==> src/rtl/sequence_ram_arbiter.sv <==
// -----------------------------------------------------------------------------
// sequence_ram_arbiter
//
// Owns the single-port sequence RAM (DEPTH x 20 bits) and shares it between a
// write requester (sequence storage) and a read requester (playback/compare).
// Only one transaction is in flight at a time, so RAM_W / RAM_addr have a
// single driver and no read can ever observe a half-finished write.
//
// Optional feature macro: SEQ_ARB_WR_PRIORITY_EN
//   undefined : round-robin between the two requesters (default)
//   defined   : writes always win contention; reads may starve
//
// Ports
//   clk       system clock, rising edge
//   rst       asynchronous, active-low reset
//   wr_req    write request, held with wr_addr/wr_data until wr_ack
//   wr_addr   write address
//   wr_data   write data
//   wr_ack    one-cycle pulse: write performed (or dropped when out of range)
//   rd_req    read request, held with rd_addr until rd_valid
//   rd_addr   read address
//   rd_data   read result, valid with rd_valid and held afterwards
//   rd_valid  one-cycle pulse: rd_data valid
//   addr_err  one-cycle pulse with wr_ack/rd_valid when address >= DEPTH
//   RAM_W     RAM write enable
//   RAM_addr  RAM address
//   RAM_din   RAM write data
//   RAM_dout  RAM read data, valid RD_LAT cycles after RAM_addr
//   busy      high whenever the controller is not IDLE
// -----------------------------------------------------------------------------
module sequence_ram_arbiter #(
  parameter int DEPTH  = 32,
  parameter int RD_LAT = 1
) (
  input  logic        clk,
  input  logic        rst,
  input  logic        wr_req,
  input  logic [4:0]  wr_addr,
  input  logic [19:0] wr_data,
  output logic        wr_ack,
  input  logic        rd_req,
  input  logic [4:0]  rd_addr,
  output logic [19:0] rd_data,
  output logic        rd_valid,
  output logic        addr_err,
  output logic        RAM_W,
  output logic [4:0]  RAM_addr,
  output logic [19:0] RAM_din,
  input  logic [19:0] RAM_dout,
  output logic        busy
);

  localparam logic [5:0] DEPTH_L  = 6'(DEPTH);
  localparam logic [1:0] LAT_LAST = 2'(RD_LAT - 1);

  typedef enum logic [1:0] {
    IDLE    = 2'd0,
    WRITE   = 2'd1,
    READ    = 2'd2,
    CAPTURE = 2'd3
  } state_e;

  state_e      state_q;
  logic [1:0]  cnt_q;
  logic        oor_q;
  logic        wr_ack_q;
  logic        rd_valid_q;
  logic        addr_err_q;
  logic        ram_w_q;
  logic [4:0]  ram_addr_q;
  logic [19:0] ram_din_q;
  logic [19:0] rd_data_q;
  logic        busy_q;
`ifndef SEQ_ARB_WR_PRIORITY_EN
  // 1 = the most recent grant went to the read side
  logic        last_rd_q;
`endif

  logic wr_elig, rd_elig, grant_wr, grant_rd, wr_oor, rd_oor;

  always_comb begin
    // A requester still showing its completion pulse is holding a stale
    // request; masking it here prevents a second service of the same request.
    wr_elig  = wr_req && !wr_ack_q;
    rd_elig  = rd_req && !rd_valid_q;
`ifdef SEQ_ARB_WR_PRIORITY_EN
    grant_wr = wr_elig;
`else
    grant_wr = wr_elig && (!rd_elig || last_rd_q);
`endif
    grant_rd = rd_elig && !grant_wr;
    wr_oor   = {1'b0, wr_addr} >= DEPTH_L;
    rd_oor   = {1'b0, rd_addr} >= DEPTH_L;
  end

  // Every output is a register; the pulses default low and are set on the
  // same edge that enters the state in which they must be visible.
  always_ff @(posedge clk or negedge rst) begin
    if (!rst) begin
      state_q    <= IDLE;
      cnt_q      <= '0;
      oor_q      <= 1'b0;
      wr_ack_q   <= 1'b0;
      rd_valid_q <= 1'b0;
      addr_err_q <= 1'b0;
      ram_w_q    <= 1'b0;
      ram_addr_q <= '0;
      ram_din_q  <= '0;
      rd_data_q  <= '0;
      busy_q     <= 1'b0;
`ifndef SEQ_ARB_WR_PRIORITY_EN
      last_rd_q  <= 1'b1;
`endif
    end else begin
      wr_ack_q   <= 1'b0;
      rd_valid_q <= 1'b0;
      addr_err_q <= 1'b0;
      case (state_q)
        IDLE: begin
          if (grant_wr) begin
            state_q    <= WRITE;
            busy_q     <= 1'b1;
            ram_addr_q <= wr_addr;
            ram_din_q  <= wr_data;
            ram_w_q    <= !wr_oor;
            wr_ack_q   <= 1'b1;
            addr_err_q <= wr_oor;
`ifndef SEQ_ARB_WR_PRIORITY_EN
            last_rd_q  <= 1'b0;
`endif
          end else if (grant_rd) begin
            state_q    <= READ;
            busy_q     <= 1'b1;
            ram_addr_q <= rd_addr;
            oor_q      <= rd_oor;
            cnt_q      <= '0;
`ifndef SEQ_ARB_WR_PRIORITY_EN
            last_rd_q  <= 1'b1;
`endif
          end
        end
        WRITE: begin
          state_q <= IDLE;
          busy_q  <= 1'b0;
          ram_w_q <= 1'b0;
        end
        READ: begin
          // RAM_addr has been stable since entry; wait out the RAM latency.
          if (cnt_q == LAT_LAST) begin
            state_q <= CAPTURE;
          end else begin
            cnt_q <= cnt_q + 2'd1;
          end
        end
        CAPTURE: begin
          state_q    <= IDLE;
          busy_q     <= 1'b0;
          cnt_q      <= '0;
          rd_data_q  <= oor_q ? '0 : RAM_dout;
          rd_valid_q <= 1'b1;
          addr_err_q <= oor_q;
        end
        default: begin
          state_q <= IDLE;
          busy_q  <= 1'b0;
          ram_w_q <= 1'b0;
        end
      endcase
    end
  end

  assign wr_ack   = wr_ack_q;
  assign rd_valid = rd_valid_q;
  assign addr_err = addr_err_q;
  assign RAM_W    = ram_w_q;
  assign RAM_addr = ram_addr_q;
  assign RAM_din  = ram_din_q;
  assign rd_data  = rd_data_q;
  assign busy     = busy_q;

endmodule

==> config.mk <==
export PLATFORM = sky130hd
export DESIGN_NAME = sequence_ram_arbiter
export DESIGN_NICKNAME = d
export VERILOG_FILES = /design/src/rtl/sequence_ram_arbiter.sv
export SDC_FILE = /design/constraint.sdc
export NUM_CORES = 1
export LEC_CHECK = 0
export CORE_AREA = 5 5 83 85
export DETAILED_ROUTE_END_ITERATION = 8
export DIE_AREA = 0 0 88 90
export PLACE_DENSITY = 0.78
export SETUP_SLACK_MARGIN = 0.15
export SYNTH_ARGS = -nofsm -noshare
export SYNTH_HDL_FRONTEND = slang
export SYNTH_SLANG_ARGS = --single-unit
==> constraint.sdc <==
create_clock -name clk -period 3.8 [get_ports clk]
set_clock_uncertainty 0.1 [all_clocks]
set_input_delay 0.76 -clock clk [delete_from_list [all_inputs] [get_ports clk]]
set_output_delay 0.76 -clock clk [all_outputs]
set_load 0.005 [all_outputs]
After elaboration in Yosys (flattened, before gate mapping) --
Cells that the tools add are included.
Storage, ports and cells: ROM bits 0, word-level logic and storage cells 61, memories 0, bits in writable memories 0, output and inout port bits 50, register bits 54, bits in latches 0, input bits 54
Operators by class: divide/modulo/power cells 0, reduce and logical (&&, ||, !) cells 22, $add $sub $neg 1, mux-type cells 19, magnitude comparators 0, shifts and indexed selects 0, $mul 0, equal/unequal tests 9, bitwise logic cells 0
Operator list (number):
- two-way mux 2 bit | 6
- one-hot mux 2 bit (3 select lines) | 2
- two-way mux 5 bit | 2
- != test 2 bit (second input constant) | 5
- AND reduction 2 bit | 5
- two-way mux 1 bit | 7
- nonzero test 2 bit | 3
- equality test 2 bit (second input constant) | 2
- logical AND 1 bit | 4
- zero test 1 bit | 4
- zero test 2 bit | 2
- one-hot mux 1 bit (2 select lines) | 2
- AND reduction 4 bit | 1
- != test 3 bit (second input constant) | 1
- nonzero test 3 bit | 1
- adder 2 x 1 -> 2 bit (second input constant) | 1
- equality test 2 x 1 -> 1 bit (second input constant) | 1
- OR reduction 2 bit | 1
- logical OR 1 bit | 1

Longest topological paths before layout --
Gate-level depths: netlist of run 1.
word-level depth 10, depth in mapped cells 6, gate-level depth less buffers 5

Least setup slack after synthesis of run 1 --
OpenSTA, ideal clock, no wires.
path type in2reg, start point input port rd_req, end point register ram_din_q[12] (netlist: RAM_din[12]), setup slack 1.697 ns, path buffers 2, required time 3.575 ns, stages on the path 5, arrival 1.878 ns, cells stage by stage nor3b_1 -> or3_1 -> buf_6 -> buf_8 -> mux2_4
Between the ends: word-level cells in the longest chain between the ends 5
RTL lines:
- start: declaration | RTL line 41 | input logic rd_req,
- logical AND 1 bit | RTL line 85 | rd_elig = rd_req && !rd_valid_q;
- zero test 1 bit | RTL line 89 | grant_wr = wr_elig && (!rd_elig || last_rd_q);
- logical OR 1 bit | RTL line 89
- logical AND 1 bit | RTL line 89
- AND reduction 2 bit (no line)
- end signal: assignment | RTL line 124 | ram_din_q <= wr_data;
- end: declaration | RTL line 71 | logic [19:0] ram_din_q;
No other way between the ends. A chain may end at the register's enable or synchronous reset.

Final worst setup path of run 1 --
start point input port rd_req, end point register ram_din_q[0] (netlist: RAM_din[0])
The elaborated chain is that of the path after synthesis.

==> impl_summary.txt, run 1 <==
----------------------------------------------------
[Run]
  Count of maximum capacitance violations ... 0

[STA]
  Clock period minus final worst setup slack ... 2.66 ns
  Count of endpoints failing setup in the final report ... 0
  Worst slew pin tran ... 0.938 ns
  Share of the clock period used by the worst path after layout ... 0.701
  RSZ-0062 raised after global routing ... no
  Final total negative setup slack ... 0 ns
  Number of endpoints with negative hold slack in the final report ... 0
  Slew HR ... 0.375
  Final Max Slew Viols ... 0
  Top achievable clock speed ... 376 MHz

[Synthesis]
  Average cell area after synthesis ... 14.3 sq um
  Sequential fraction of the synthesis area ... 0.580
  Asr flop ratio synth ... 1.00
  Number of flops mapped to enable cells by yosys ... 0
  Syn Inst Count ... 163
  Largest cells by area after synthesis ... dfrtp_1, mux2_4, mux2_2
  Fraction of synthesized cell area taken by the top area cell type ... 0.569
  Predominant post-synthesis flop cell ... dfrtp_1
  Dominant cell type by area after synthesis ... dfrtp_1
  Total of flip-flops plus latches after synthesis ... 54
  Post-synthesis cell area ... 2330 sq um
  Count of yosys warnings during synthesis ... 0
  Post-synth net total ... 218
  Number of distinct library cells after synthesis ... 33

[Clock network]
  CTS Root Buffer Type ... clkbuf_8
  Post-CTS setup repair buffer count ... 0
  Clock Latency Late Sink ... 0.31 ns
  Clock Path Buffers ... 2
  H-Tree Depth ... 2
  # resized after CTS ... 0
  Clock transition at the register clock pins on the worst setup and hold paths after CTS ... 0.09 ns
  # clock sinks ... 54
  Hold-fix buffers, CTS ... 0
  Number of buffers inserted during clock tree synthesis ... 5
  CTS tree ... built

[Cells and area]
  Synth-to-Final Area Change ... 49.5%
  Final instance area ... 3490 sq um
  Most common cell after layout, fill and taps aside ... clkdlybuf4s50_1
  Layout cell share with drive strength beyond 1 ... 0.204
  Filler instances ... 558
  Number of nets in the layout ... 319
  Area taken by multi-input logic gates ... 847 sq um
  Number of standard cells in the layout, taps in and fillers out ... 342
  Most frequent cells in the layout ... clkdlybuf4s50_1, dfrtp_1, mux2_2
  Sequential cell area ... 1350 sq um
  Number of inserted diodes ... 0

[Drt]
  Via density per instance ... 4.81
  Total Routed Length ... 5420 microns
  DRC Markers ... 0
  First-pass iteration count of the detailed router ... 4
  Remaining number of nets flagged by the antenna check after routing ... 0
  Wirelength per Cell ... 15.9 microns
  Iteration-0 DRC count of the detailed router ... 25
  Number of vias after detailed routing ... 1645

[GRT]
  Wire length of the first global-routing pass ... 8740 microns
  Antenna violations before repair ... 0
  Pin count of the biggest net entering global routing ... 42
  Aggregate global routing overflow ... 0
  Vias in the first global route ... 1808
  Global-route usage over all layers ... 0.139

[Die]
  Num rows ... 29
  Initial Util ... 0.380
  Horizontal die dimension ... 88 microns
  Standard cell core area ... 6130 sq um
  I/O pins ... 104
  Die outline area ... 7920 sq um
  Die outline height ... 90 microns

[Worst setup path]
  Length in cells of the worst reg-to-reg path ... 4
  Reg2reg setup slack ... 1.65 ns
  Critical Setup Path Class ... input port to flop
  Startpoint Class ... input port
  Critical Path Source ... rd_req
  Crit Reg-Reg Startpoint ... rd_valid$_DFF_PN0_
  Critical path arrival ... 2.75 ns
  Required time of the worst setup path ... 3.89 ns
  Max FO, Critical Path ... 22
  Critical Path Sink Type ... flop
  R2r endpoint ... RAM_din[0]$_DFFE_PN0P_
  Endpoint of the worst setup timing path ... RAM_din[0]$_DFFE_PN0P_

[Worst hold path]
  Number of cells traversed by the worst hold path ... 1
  Worst min path class ... flop to flop

[Placed design]
  Half-perimeter wire length after placement ... 4030 microns
  Total placed instance area ... 3380 sq um
  Routability congestion estimate ... 0.823
  Dpl cells ... 334
  Count of buffers from port buffering ... 102

[Power and ir drop]
  Power per cell area ... 761 nW/um^2
  Worst vdd ir ... 0.363 mV
  Total leakage power ... 1.56 nW

[Run status]
  Status ... completed

----------------------------------------------------
-- cell families after synthesis --
logic type | Yosys count | synth area share
compound gates | 26 | 0.0794
flops | 54 | 0.580
mux | 40 | 0.222
simple gates | 17 | 0.0510
xor+xnor | 1 | 0.00376
fa+ha+maj | 1 | 0.00536
buf+inv | 23 | 0.0569
other cells | 1 | 0.00161
-- cell usage after synthesis, drive strengths merged (2+ instances only) --
library cell  instances
a21o                  2
a21oi                 2
a221oi                5
a22oi                 5
and3b                 5
buf                   5
clkbuf                5
dfrtp                53
inv                  13
mux2                 40
nand2b                3
nor3b                 2
o21ai                 6
o32ai                 2
or2                   2
-- state kept, by name (all words and copies together), names as in the netlist --
signal     cells
rd_data       20
wr_ack         1
rd_valid       1
RAM_din       20
state_q        2
RAM_W          1
last_rd_q      1
RAM_addr       5
cnt_q          2
busy           1
-- metal layers --
| layer | routed length (microns) | vias to the layer above | global-route usage |
|---|---|---|---|
| met3 | 447 | 5 | 0.0512 |
| met5 | 0 | - | 0 |
| met2 | 2830 | 58 | 0.237 |
| met1 | 2090 | 813 | 0.163 |
| li1 | - | 769 | - |
| met4 | 48 | 0 | 0.0345 |
-- area by class of cell --
class	instances	share of cell area
repair buffers	104	0.296
multi-input cells	86	0.243
well taps	77	0.0276
clock buffers	8	0.0316
flip-flops and latches	54	0.388
inverters	13	0.0140
-- where the power goes --
part	leakage (nW)	internal [mW]	switching, mW
Clock	0.0575	0.184	0.186
Combinational	0.863	0.858	0.393
Sequential	0.638	0.862	0.169
Total	1.56	1.90	0.748
-- per-stage QoR --
step | hold slack [ns] | utilization | worst slack [ns] | power [mW]
global route | 0.430 | 0.568 | 1.03 | 2.83
floorplan | 0.364 | - | 1.70 | 1.64
detailed placement | 0.392 | 0.551 | 0.826 | 2.31
global placement | 0.387 | 0.551 | 0.861 | 2.27
finish | 0.413 | 0.568 | 1.14 | 2.65
CTS | 0.414 | 0.568 | 1.14 | 2.69
-- worst min-delay path by stage --
stage,from,endpoint,slack [ns]
2_1_floorplan,rst,RAM_W$_DFFE_PN0P_,0.36
3_3_place_gp,rd_data[19]$_DFFE_PN0P_,rd_data[19]$_DFFE_PN0P_,0.39
3_5_place_dp,rd_data[4]$_DFFE_PN0P_,rd_data[4]$_DFFE_PN0P_,0.39
4_1_cts,rd_data[4]$_DFFE_PN0P_,rd_data[4]$_DFFE_PN0P_,0.41
5_1_grt,rd_data[9]$_DFFE_PN0P_,rd_data[9]$_DFFE_PN0P_,0.43
6_report,rd_data[2]$_DFFE_PN0P_,rd_data[2]$_DFFE_PN0P_,0.41
-- critical path, stage by stage --
cell,delay (ns)
clkdlybuf4s50_1,0.48
nor3b_1,0.56
or3_1,0.21
buf_4,0.35
mux2_2,0.38
Note: power is estimated with default switching activity, not from simulation.
==> inputs of run 2 (changes only) <==
--- a/config.mk
+++ b/config.mk
@@ -5,9 +5,9 @@
 export SDC_FILE = /design/constraint.sdc
 export NUM_CORES = 1
 export LEC_CHECK = 0
-export CORE_AREA = 5 5 83 85
+export CORE_AREA = 5 5 85 87
 export DETAILED_ROUTE_END_ITERATION = 8
-export DIE_AREA = 0 0 88 90
+export DIE_AREA = 0 0 90 92
 export PLACE_DENSITY = 0.78
 export SETUP_SLACK_MARGIN = 0.15
 export SYNTH_ARGS = -nofsm -noshare
==> constraint.sdc (replaced) <==
create_clock -name clk -period 2.29 [get_ports clk]
set_clock_uncertainty 0.1 [all_clocks]
set_input_delay 0.458 -clock clk [delete_from_list [all_inputs] [get_ports clk]]
set_output_delay 0.458 -clock clk [all_outputs]
set_load 0.005 [all_outputs]
==> run 2 against run 1 <==
Sequential cell count stayed put. Die area is 4.5% higher. Critical path depth is 1 lower. Sequential power is 66% higher. Combinational power is 70% higher. Critical path type is now flop to flop. Largest cell class unchanged. Highest routed layer unchanged.
==> impl_summary.txt, run 2 (synthesis gave the netlist of run 1 again) <==
----------------------------------------------------
[Run status]
  Status ... completed (unchanged)

[Cells and area]
  Synth-to-Final Area Change ... 51.8% (was 49.5%)
  Layout cell share with drive strength beyond 1 ... 0.214 (was 0.204)
  Most common cell after layout, fill and taps aside ... clkdlybuf4s50_1 (unchanged)
  Number of nets in the layout ... 325 (was 319)
  Final instance area ... 3540 sq um (was 3490 sq um)
  Most frequent cells in the layout ... clkdlybuf4s50_1, dfrtp_1, mux2_2 (unchanged)
  Number of inserted diodes ... 0 (unchanged)

[Worst setup path]
  Max FO, Critical Path ... 10 (was 22)
  R2r endpoint ... RAM_din[8]$_DFFE_PN0P_ (was RAM_din[0]$_DFFE_PN0P_)
  Critical path arrival ... 2.05 ns (was 2.75 ns)
  Reg2reg setup slack ... 0.32 ns (was 1.65 ns)
  Startpoint Class ... flop (was input port)
  Number of buffers and inverters on the critical path ... 1 (was 2)
  Critical Path Sink Type ... flop (unchanged)
  CP peak stage delay ... 0.46 ns (was 0.56 ns)
  Required time of the worst setup path ... 2.37 ns (was 3.89 ns)
  Crit Reg-Reg Startpoint ... state_q[0]$_DFFE_PN0P_ (was rd_valid$_DFF_PN0_)
  Critical Setup Path Class ... flop to flop (was input port to flop)
  Worst-path cell chain ... or2_1, or3_1, buf_4, mux2_4 (was clkdlybuf4s50_1, nor3b_1, or3_1, buf_4, mux2_2)
  Length in cells of the worst reg-to-reg path ... 4 (unchanged)
  Family of cells with the greatest summed delay on the critical path ... simple AND/OR/NAND/NOR gates (was buffers and inverters)
  Cell type of the slowest stage on the worst timing path ... dfrtp_1 (was nor3b_1)

[Clock network]
  H-Tree Depth ... 2 (unchanged)
  CTS tree ... built (unchanged)
  # clock sinks ... 54 (unchanged)
  Post-CTS setup repair buffer count ... 0 (unchanged)
  Number of buffers inserted during clock tree synthesis ... 5 (unchanged)
  CTS Root Buffer Type ... clkbuf_8 (unchanged)
  Hold-fix buffers, CTS ... 0 (unchanged)
  Clock Path Buffers ... 2 (unchanged)
  Clock Latency Late Sink ... 0.30 ns (was 0.31 ns)
  # resized after CTS ... 0 (unchanged)
  Clock transition at the register clock pins on the worst setup and hold paths after CTS ... 0.10 ns (was 0.09 ns)

[GRT]
  Wire length of the first global-routing pass ... 8690 microns (was 8740 microns)
  Aggregate global routing overflow ... 0 (unchanged)
  Antenna violations before repair ... 0 (unchanged)
  Vias in the first global route ... 1740 (was 1808)
  Pin count of the biggest net entering global routing ... 32 (was 42)
  Global-route usage over all layers ... 0.128 (was 0.139)

[Die]
  Standard cell core area ... 6280 sq um (was 6130 sq um)
  Num rows ... 29 (unchanged)
  Die outline area ... 8280 sq um (was 7920 sq um)
  I/O pins ... 104 (unchanged)
  Horizontal die dimension ... 90 microns (was 88 microns)
  Initial Util ... 0.372 (was 0.380)
  Die outline height ... 92 microns (was 90 microns)

[STA]
  Final total negative setup slack ... 0 ns (unchanged)
  Clock period minus final worst setup slack ... 1.97 ns
  RSZ-0062 raised after global routing ... no (unchanged)
  Top achievable clock speed ... 507 MHz
  Share of the clock period used by the worst path after layout ... 0.860
  Slew HR ... 0.615 (was 0.375)
  Final Max Slew Viols ... 0 (unchanged)
  Number of endpoints with negative hold slack in the final report ... 0 (unchanged)
  Worst slew pin tran ... 0.578 ns (was 0.938 ns)
  Count of endpoints failing setup in the final report ... 0 (unchanged)

[Drt]
  Via density per instance ... 4.70 (was 4.81)
  Number of vias after detailed routing ... 1635 (was 1645)
  Iteration-0 DRC count of the detailed router ... 36 (was 25)
  Remaining number of nets flagged by the antenna check after routing ... 0 (unchanged)
  Wirelength per Cell ... 15.5 microns (was 15.9 microns)
  Total Routed Length ... 5380 microns (was 5420 microns)
  DRC Markers ... 0 (unchanged)
  First-pass iteration count of the detailed router ... 4 (unchanged)

[Power and ir drop]
  Switching power share of the total ... 0.279 (was 0.282)
  Switching power ... 1.24 mW (was 0.748 mW)
  Internal power of the cells ... 3.21 mW (was 1.90 mW)
  Worst vdd ir ... 0.569 mV (was 0.363 mV)
  Total leakage power ... 1.59 nW (was 1.56 nW)
  Relative contribution of combinational cells to total power ... 0.476 (was 0.472)
  Sequential group share of total power ... 0.384 (was 0.388)
  Power per cell area ... 1260 nW/um^2 (was 761 nW/um^2)
  Part of the total power dissipated in the clock network ... 0.141 (was 0.140)

[Worst hold path]
  Worst min path class ... input port to asynchronous set/reset pin (was flop to flop)

[Placed design]
  Routability congestion estimate ... 0.785 (was 0.823)
  Count of buffers from port buffering ... 102 (unchanged)
  Total placed instance area ... 3430 sq um (was 3380 sq um)
  Half-perimeter wire length after placement ... 4050 microns (was 4030 microns)

[Run]
  Count of maximum capacitance violations ... 0 (unchanged)

----------------------------------------------------
==> run 2: power by group through the flow <==
stage / Clock, mW / Combinational [mW] / Sequential, mW
after floorplan: 0 / 0.993 / 1.73
after global placement: 0 / 2.11 / 1.71
after detailed placement: 0 / 2.16 / 1.72
after CTS: 0.655 / 2.16 / 1.71
after global routing: 0.689 / 2.29 / 1.77
final: 0.626 / 2.12 / 1.71
==> run 2: worst register-to-register path, delay by kind of cell (launching register included) <==
kind                   cells  cell delay, ns
flip-flops                 1            0.46
buffers and inverters      1            0.21
multiplexers               1            0.32
AND/OR/NAND/NOR            2            0.76
==> run 2: metal layers <==
metal	track usage	vias up	share of wire
met5	0	-	0
met4	0.0261	0	0.0074
met3	0.0581	5	0.089
met2	0.217	58	0.51
met1	0.150	789	0.40
li1	-	783	-
==> run 2: worst max path at each step <==
stage | from | endpoint | slack, ns | cells past startpoint
floorplan | state_q[0]$_DFFE_PN0P_ | RAM_din[10]$_DFFE_PN0P_ | 0.38 | 6
global placement | rd_req | RAM_din[6]$_DFFE_PN0P_ | 0.11 | 5
detailed placement | rd_req | RAM_din[8]$_DFFE_PN0P_ | 0.09 | 5
CTS | state_q[0]$_DFFE_PN0P_ | RAM_din[8]$_DFFE_PN0P_ | 0.32 | 4
global route | state_q[0]$_DFFE_PN0P_ | RAM_din[8]$_DFFE_PN0P_ | 0.25 | 4
finish | state_q[0]$_DFFE_PN0P_ | RAM_din[8]$_DFFE_PN0P_ | 0.32 | 4
==> run 2: through the flow <==
step / total power [mW] / hold slack (ns) / util / setup WS, ns / cells
final: 4.45 / 0.0379 / 0.564 / 0.319 / 348
after global placement: 3.82 / 0.378 / 0.547 / 0.109 / 340
after floorplan: 2.72 / 0.0624 / - / 0.382 / 163
after global routing: 4.75 / 0.0735 / 0.564 / 0.246 / 348
after detailed placement: 3.88 / 0.391 / 0.547 / 0.0885 / 340
after CTS: 4.53 / 0.0513 / 0.564 / 0.316 / 348
==> run 2: final cells by class <==
class                      instances  area, sq um
clock buffer                       7         76.3
clock inverter                     1         30.0
fill                             539         2740
inverter                          13         48.8
multi-input combinational         86          847
sequential                        54         1350
tap                               77         96.3
timing repair buffer             110         1090
==> inputs of run 3 (changes only) <==
--- a/config.mk
+++ b/config.mk
@@ -5,6 +5,7 @@
 export SDC_FILE = /design/constraint.sdc
 export NUM_CORES = 1
 export LEC_CHECK = 0
+export ABC_CLOCK_PERIOD_IN_PS = 2290
 export CORE_AREA = 5 5 85 87
 export DETAILED_ROUTE_END_ITERATION = 8
 export DIE_AREA = 0 0 90 92
==> results of run 3 <==
Final layout, timing and power as in run 2 (identical DEF).
